[config.mk]
export PLATFORM = sky130hd
export DESIGN_NAME = secure_mode_fsm
export DESIGN_NICKNAME = d
export VERILOG_FILES = /design/src/rtl/secure_fsm_pkg.sv /design/src/rtl/fsm_watchdog.sv /design/src/rtl/secure_mode_fsm.sv
export SDC_FILE = /design/constraint.sdc
export NUM_CORES = 1
export LEC_CHECK = 0
export ABC_AREA = 1
export CORE_ASPECT_RATIO = 1.2
export CORE_MARGIN = 1
export CORE_UTILIZATION = 58
export DETAILED_ROUTE_END_ITERATION = 8
export PLACE_DENSITY = 0.83
export SYNTH_ARGS = -nofsm -noshare
export SYNTH_HDL_FRONTEND = slang
export SYNTH_SLANG_ARGS = --single-unit
[constraint.sdc]
create_clock -name clk -period 3.89 [get_ports clk]
set_input_delay 0.389 -clock clk [delete_from_list [all_inputs] [get_ports clk]]
set_output_delay 0.389 -clock clk [all_outputs]
set_load 0.05 [all_outputs]
[src/rtl/secure_fsm_pkg.sv]
// Shared types for the secure mode FSM: state and command encodings, plus the
// transition table used to decide whether a command is legal in a given state.
package secure_fsm_pkg;

    typedef enum logic [2:0] {
        ST_IDLE  = 3'd0,
        ST_CFG   = 3'd1,
        ST_RUN   = 3'd2,
        ST_LOCK  = 3'd3,
        ST_FAULT = 3'd4
    } state_e;

    typedef enum logic [2:0] {
        CMD_NOP   = 3'd0,
        CMD_CFG   = 3'd1,
        CMD_RUN   = 3'd2,
        CMD_STOP  = 3'd3,
        CMD_LOCK  = 3'd4,
        CMD_CLEAR = 3'd5
    } cmd_e;

    typedef struct packed {
        logic   ok;
        state_e nxt;
    } xition_t;

    // Legal-transition table; anything not listed is a rejection that keeps the state.
    function automatic xition_t decode_cmd(input state_e st, input cmd_e op);
        xition_t r;
        r.ok  = 1'b0;
        r.nxt = st;
        case (st)
            ST_IDLE: begin
                case (op)
                    CMD_NOP:  r.ok = 1'b1;
                    CMD_CFG:  begin r.ok = 1'b1; r.nxt = ST_CFG;  end
                    CMD_LOCK: begin r.ok = 1'b1; r.nxt = ST_LOCK; end
                    default:  r.ok = 1'b0;
                endcase
            end
            ST_CFG: begin
                case (op)
                    CMD_NOP:  r.ok = 1'b1;
                    CMD_RUN:  begin r.ok = 1'b1; r.nxt = ST_RUN;  end
                    CMD_STOP: begin r.ok = 1'b1; r.nxt = ST_IDLE; end
                    CMD_LOCK: begin r.ok = 1'b1; r.nxt = ST_LOCK; end
                    default:  r.ok = 1'b0;
                endcase
            end
            ST_RUN: begin
                case (op)
                    CMD_NOP:  r.ok = 1'b1;
                    CMD_STOP: begin r.ok = 1'b1; r.nxt = ST_IDLE; end
                    CMD_LOCK: begin r.ok = 1'b1; r.nxt = ST_LOCK; end
                    default:  r.ok = 1'b0;
                endcase
            end
            ST_FAULT: begin
                case (op)
                    CMD_NOP:   r.ok = 1'b1;
                    CMD_CLEAR: begin r.ok = 1'b1; r.nxt = ST_IDLE; end
                    default:   r.ok = 1'b0;
                endcase
            end
            default: r.ok = 1'b0;
        endcase
        return r;
    endfunction

endpackage

[src/rtl/fsm_watchdog.sv]
// Idle watchdog: loadable down-counter that fires a one-cycle expire when
// TIMEOUT consecutive enabled cycles pass without a reload. TIMEOUT=0 disables it.
module fsm_watchdog #(
    parameter int TIMEOUT = 255
) (
    input  logic clk,
    input  logic rst_n,
    input  logic i_en,
    input  logic i_reload,
    output logic o_expire
);

    generate
        if (TIMEOUT == 0) begin : g_off
            assign o_expire = 1'b0;
        end else begin : g_on
            localparam int CNT_W = $clog2(TIMEOUT + 1);
            logic [CNT_W-1:0] r_cnt;

            // The decrement that would take the counter to zero is the expiry event.
            assign o_expire = i_en & ~i_reload & (r_cnt <= CNT_W'(1));

            // Reload on acceptance, while disabled, or on expiry; otherwise count down.
            always_ff @(posedge clk or negedge rst_n) begin
                if (!rst_n) begin
                    r_cnt <= CNT_W'(TIMEOUT);
                end else if (i_reload || !i_en || o_expire) begin
                    r_cnt <= CNT_W'(TIMEOUT);
                end else begin
                    r_cnt <= r_cnt - 1'b1;
                end
            end
        end
    endgenerate

endmodule

[src/rtl/secure_mode_fsm.sv]
// Hardened host-command mode FSM with valid/ready handshake, error response,
// consecutive-error lockout into FAULT, idle watchdog and illegal-state recovery.
// Optional build macro FSM_STATE_PARITY_EN adds an even-parity bit to the state
// register so single-bit upsets into legal codes are also caught.
module secure_mode_fsm
    import secure_fsm_pkg::*;
#(
    parameter int CMD_W     = 3,
    parameter int TIMEOUT   = 255,
    parameter int ERR_LIMIT = 4
) (
    input  logic             clk,
    input  logic             rst_n,
    input  logic             cmd_valid,
    input  logic [CMD_W-1:0] cmd_op,
    output logic             cmd_ready,
    output logic             rsp_valid,
    output logic             rsp_err,
    output logic [2:0]       state_o,
    output logic             timeout_o,
    output logic             alarm_o
);

    localparam int ERR_W = $clog2(ERR_LIMIT + 1);

    state_e           r_state;
    logic [ERR_W-1:0] r_err_cnt;
    logic             r_rsp_valid;
    logic             r_rsp_err;
    logic             r_timeout;
    logic             r_alarm;

    logic             w_acc;
    logic             w_bad_state;
    logic             w_in_range;
    xition_t          w_dec;
    logic             w_legal;
    logic [ERR_W-1:0] w_err_inc;
    logic             w_err_hit;
    logic             w_wd_en;
    logic             w_wd_expire;
    state_e           w_state_nxt;

`ifdef FSM_STATE_PARITY_EN
    logic r_par;
    assign w_bad_state = (r_state > ST_FAULT) | (^{r_state, r_par});
`else
    assign w_bad_state = (r_state > ST_FAULT);
`endif

    // LOCK is the only state that refuses commands; it is left only through rst_n.
    assign cmd_ready   = (r_state != ST_LOCK);
    assign w_acc       = cmd_valid & cmd_ready;
    assign w_in_range  = (32'(cmd_op) <= 32'(CMD_CLEAR));
    assign w_dec       = decode_cmd(r_state, cmd_e'(3'(cmd_op)));
    assign w_legal     = w_in_range & w_dec.ok & ~w_bad_state;
    assign w_err_inc   = (r_err_cnt == ERR_W'(ERR_LIMIT)) ? r_err_cnt : r_err_cnt + 1'b1;
    assign w_err_hit   = w_acc & ~w_legal & ~w_bad_state & (w_err_inc == ERR_W'(ERR_LIMIT));
    assign w_wd_en     = ((r_state == ST_CFG) | (r_state == ST_RUN)) & ~w_bad_state;

    fsm_watchdog #(
        .TIMEOUT (TIMEOUT)
    ) u_wd (
        .clk      (clk),
        .rst_n    (rst_n),
        .i_en     (w_wd_en),
        .i_reload (w_acc),
        .o_expire (w_wd_expire)
    );

    // Next-state selection: bad encoding > error limit > accepted command > watchdog.
    always_comb begin
        w_state_nxt = r_state;
        if (w_bad_state) begin
            w_state_nxt = ST_FAULT;
        end else if (w_err_hit) begin
            w_state_nxt = ST_FAULT;
        end else if (w_acc) begin
            if (w_legal) w_state_nxt = w_dec.nxt;
        end else if (w_wd_expire) begin
            w_state_nxt = ST_IDLE;
        end
    end

    // State register with registered response, timeout and alarm outputs.
    always_ff @(posedge clk or negedge rst_n) begin
        if (!rst_n) begin
            r_state     <= ST_IDLE;
            r_err_cnt   <= '0;
            r_rsp_valid <= 1'b0;
            r_rsp_err   <= 1'b0;
            r_timeout   <= 1'b0;
            r_alarm     <= 1'b0;
`ifdef FSM_STATE_PARITY_EN
            r_par       <= 1'b0;
`endif
        end else begin
            r_state     <= w_state_nxt;
            r_rsp_valid <= w_acc;
            r_rsp_err   <= w_acc & ~w_legal;
            r_timeout   <= w_wd_expire & ~w_acc & ~w_bad_state;
            r_alarm     <= (w_state_nxt == ST_FAULT);
`ifdef FSM_STATE_PARITY_EN
            r_par       <= ^w_state_nxt;
`endif
            if (!w_bad_state && w_acc) begin
                r_err_cnt <= w_legal ? '0 : w_err_inc;
            end
        end
    end

    assign state_o   = r_state;
    assign rsp_valid = r_rsp_valid;
    assign rsp_err   = r_rsp_err;
    assign timeout_o = r_timeout;
    assign alarm_o   = r_alarm;

endmodule

### Yosys cells after proc, flatten, opt, wreduce, memory -nomap -nowiden

Index checks and enable logic that the tools add are counted.

| storage, ports and cells | value |
|---|---|
| register bits after elaboration | 18 |
| input bits | 6 |
| output and inout bits | 8 |

| operators by class | value |
|---|---|
| add/subtract/negate cells | 2 |
| $lt $le $gt $ge | 3 |
| equal/unequal tests | 12 |
| muxes and demuxes | 18 |
| bitwise gates (word level) | 15 |
| reductions and logical operators | 11 |

Operator list:

| cell | number |
|---|---|
| $mux 3 | 8 |
| $eq 3x3->1 const B | 6 |
| $pmux 3 s2 | 2 |
| $pmux 3 s4 | 1 |
| $and 1x1->1 | 11 |
| $eq 3x2->1 const B | 3 |
| $pmux 3 s3 | 1 |
| $le 8x1->1 const B | 1 |
| $mux 8 | 1 |
| $sub 8x1->8 const B | 1 |
| $eq 3x1->1 const B | 2 |
| $logic_not 3->1 | 2 |
| $reduce_or 3->1 | 2 |
| $mux 1 | 4 |
| $pmux 1 s4 | 1 |
| $reduce_or 4->1 | 1 |
| $add 3x1->3 const B | 1 |
| $gt 3x3->1 const B | 1 |
| $le 3x3->1 const B | 1 |
| $ne 3x2->1 const B | 1 |
| $not 1->1 | 3 |
| $logic_not 1->1 | 2 |
| $logic_or 1x1->1 | 2 |
| $reduce_or 2->1 | 1 |
| other kinds (2) | 2 |

### Logic depth before layout (Yosys ltp)

| depth | value |
|---|---|
| word-level depth | 13 |
| mapped depth | 10 |
| gate-level depth less buffers | 9 |

### Hierarchy

A second synthesis with hierarchy kept.

| unflattened totals | value |
|---|---|
| cell total of the unflattened synthesis | 162 |
| area, all modules | 1232.4 um^2 |

Modules (own cells, without submodules):

| module | instances | cells each | area an instance (um^2) | seq. area each (um^2) |
|---|---|---|---|---|
| secure_mode_fsm | 1 | 105 | 720.7 | 250.2 |
| fsm_watchdog | 1 | 57 | 511.7 | 210.2 |

### Least setup slack after synthesis

Ideal clock, no wire load.

| timing | value |
|---|---|
| kind | register to register |
| start | register r_state[2] (netlist: state_o[2]) |
| end | register r_alarm (netlist: alarm_o) |
| setup time | 128 ps |
| data arrival time | 1777 ps |
| path slack | 1986 ps |
| cell stages (with the launch flop) | 7 |
| path through | dfrtp_1 buf_6 inv_1 nand3_1 nand2_1 o31ai_1 nand2_1 |

RTL lines:

| item | line | source |
|---|---|---|
| from (decl) | secure_mode_fsm.sv:26 | `state_e r_state;` |
| from (signal assigned) | secure_mode_fsm.sv:98 | `r_state <= w_state_nxt;` |
| $ne 3x2->1 (*) | secure_mode_fsm.sv:52 | `assign cmd_ready = (r_state != ST_LOCK);` |
| named net cmd_ready | secure_mode_fsm.sv:16 | `output logic cmd_ready,` |
| $and 1x1->1 (*) | secure_mode_fsm.sv:53 | `assign w_acc = cmd_valid & cmd_ready;` |
| $not 1->1 | fsm_watchdog.sv:21 | `assign o_expire = i_en & ~i_reload & (r_cnt <= CNT_W'(1));` |
| $and 1x1->1 (2 in series) | fsm_watchdog.sv:21 |  |
| $mux 3 | secure_mode_fsm.sv:80 | `end else if (w_wd_expire) begin` |
| $mux 3 | secure_mode_fsm.sv:78 | `end else if (w_acc) begin` |
| $mux 3 (*) | secure_mode_fsm.sv:76 | `end else if (w_err_hit) begin` |
| $mux 3 (*) | secure_mode_fsm.sv:74 | `if (w_bad_state) begin` |
| $eq 3x3->1 (*) | secure_mode_fsm.sv:102 | `r_alarm <= (w_state_nxt == ST_FAULT);` |
| to (signal assigned) | secure_mode_fsm.sv:102 |  |
| to (decl) | secure_mode_fsm.sv:31 | `logic r_alarm;` |

Mark *: on every way through the listed nets, which the timed path passes. The rest lies on a longest branch.
A chain may end at the register's enable or synchronous reset.

### Worst setup path in the final report

| timing | value |
|---|---|
| start | register r_state[2] (netlist: state_o[2]) |
| end | output cmd_ready |

| between the ends | value |
|---|---|
| longest elaborated chain between the ends | 1 |

RTL lines:

| item | line |
|---|---|
| $ne 3x2->1 | secure_mode_fsm.sv:52 |
| to (decl) | secure_mode_fsm.sv:16 |

Every way passes these cells.

==> impl_metrics.yaml <==
timing:
  tns_ns: 0
  setup_viol: 0
  whs_ns: 0.474
  layout_min_cycle_time_ns: 2.22
  worst_slew_pin_slew_ns: 0.765
  slew_headroom_pct: 48.9
  timing.fmax_mhz: 450
  rsz0062_at_grt: "no"
  slew_violations: 0
  finalHoldViolCount: 0
  finalClockSkew_ns: 0.00138
  period_share_pct: 57.2
pwr:
  power_density_nw_per_um2: 652
  cellLeakagePower_nw: 0.627
  p_total_mw: 0.834
  max-vdd-ir-drop_mv: 0.435
clock_network:
  ctsHtreeMaxLevel: 1
  clk_pin_slew_ns: 0.10
  cts_inserted_buffers: 3
  clockRootBuffer: "clkbuf_4"
  clockBufferDepth: 2
  cts_tree: "done"
  post_cts_buffers: 0
  postCtsHoldBufs: 0
  cts-resized-gates: 0
  clock_sinks: 18
  insertion_delay_ns: 0.28
global_routing:
  antenna_found_initial: 0
  grt_usage_pct: 23.5
  grt_max_degree: 19
  grt_pass1_vias: 946
  grt_pass1_wl_mm: 3.78
  grt_overflow_total: 0
route:
  m1WireLength_um: 915
  drtIter0Drc: 28
  ant_nets: 0
  wl_met2_mm: 1.09
  drc: 0
  wl_met3_um: 53
  wl_per_cell_um: 11.4
  top_layer: "met4"
  drtPass1Iterations: 4
  wl_mm: 2.08
  viasPerCell: 5.30
  num_vias: 970
die:
  rows: 17
  chipWidth_um: 42.1
  io-pin-count: 14
  die_y_um: 50.2
  die-area_um2: 2110
  start_util_pct: 61.3
  core_area_um2: 1830
finish:
  ff_latch_area_um2: 460
  syn2layout_area_growth_pct: 14.1
  nFillCells: 150
  drive_above_1_share_pct: 15.2
  n_antenna_cell: 0
  final_core_util_pct: 69.9
  final_net_count: 175
  multi_input_area_um2: 567
  instances_no_fill: 183
logic_synthesis:
  synth_nets: 159
  synth.avg_cell_area_um2: 7.52
  ys_types: 31
  synth-edff-count: 0
  synth_top_flop_cell: "dfrtp_1"
  syn-instance-count: 149
  ys_seq_elements: 18
  yosysMostFrequentCell: "nand2_1"
  netlist.top_cell.by_area: "dfrtp_1"
  synth_seq_area_share_pct: 41.1
  yosysWarnings: 0
  synth_common_cells: "47 x nand2_1, 17 x nor2_1, 15 x inv_1, 12 x nand3_1, 10 x dfrtp_1"
  ys_top_cells_by_area: "dfrtp_1 22%, dfstp_2 19%, nand2_1 16%"
  async_flop_share_pct: 100
  mappedNetlistArea_um2: 1120
  yosys.area.top_type_share_pct: 22.3
hold_path:
  timing.hold.worst.class: "register to register"
outcome:
  status: "finished clean"
setup_path:
  critical_path_class: "register to primary output"
  endpoint_kind: "primary output"
  cp_max_fo: 10
  cp.required_ns: 3.50
  critical_path.startpoint_type: "register"
  critPathArrivalTime_ns: 1.84
run:
  cap_violations: 0
placement:
  io_buffers: 13
  place_congestion: 0.861
  dpl.hpwl_mm: 1.69
  dp_cells: 179
## metal layers
metal / vias to the layer above / global-route usage [%]
met5: - / 0
met4: 0 / 12.0
met3: 2 / 3.24
met2: 18 / 41.9
met1: 444 / 27.3
li1: 506 / -
## report_power, final
group | switching [mW] | total, mW | internal (mW)
logic | 0.304 | 0.455 | 0.151
clock network | 0.0543 | 0.0941 | 0.0398
registers | 0.0492 | 0.285 | 0.236
## state kept, by name (all words and copies together) (netlist names)
register	flops
r_err_cnt	3
alarm_o	1
timeout_o	1
rsp_err	1
rsp_valid	1
state_o	3
u_wd.g_on.r_cnt	8
## logic make-up (layout without fill, tap and decap cells)
logic type	Yosys count	in the layout	synth area share, %
fa+ha+maj	4	4	4.46
buf+inv	21	36	8.37
simple gates	91	91	37.8
xor+xnor	1	1	0.781
compound gates	14	14	7.48
flops	18	18	41.1
## per-stage QoR
stage | setup slack (ns) | instance area (um^2)
6_report | 1.67 | 1280
5_1_grt | 1.56 | 1280
4_1_cts | 1.67 | 1280
3_5_place_dp | 2.00 | 1250
3_3_place_gp | 2.03 | 1250
2_1_floorplan | 1.99 | 1120
## cells in the final DEF, fill, tap and decap left out, drive strengths merged, types with 3 or more instances in the layout
| cell | instances |
|---|---|
| or2 | 4 |
| o21ai | 5 |
| nor2 | 20 |
| nand3 | 13 |
| nand2 | 48 |
| ha | 4 |
| clkbuf | 4 |
| inv | 19 |
| clkdlybuf4s50 | 13 |
| nor3 | 3 |
| dfrtp | 10 |
| a21oi | 4 |
| dfstp | 8 |
## critical path, cell delays in order (launching register included)
cell and delay (ns):
dfrtp_1 0.53, inv_1 0.12, nand3_1 0.10, clkdlybuf4s50_1 0.81
## path summary, 6_finish.rpt
check / start / endpoint / slack (ns) / cells past startpoint
min in group asynchronous: rst_n / r_err_cnt[2] / 0.54 / 1
max in group asynchronous: rst_n / timeout_o / 2.87 / 1
worst min-delay path: u_wd.g_on.r_cnt[0] / u_wd.g_on.r_cnt[0] / 0.47 / 1
worst max-delay path: state_o[2] / cmd_ready / 1.67 / 3
worst min register to register: u_wd.g_on.r_cnt[0] / u_wd.g_on.r_cnt[0] / 0.47 / 1
worst max register to register: u_wd.g_on.r_cnt[0] / state_o[1] / 2.35 / 9
## area by class of cell
type / count / share of cell area, %
Sequential cell: 18 / 36.0
Multi-Input combinational cell: 110 / 44.3
Timing Repair Buffer: 13 / 10.2
Inverter: 19 / 5.58
Tap cell: 19 / 1.86
Clock buffer: 4 / 2.05
Power figures use the tool's default switching activity.
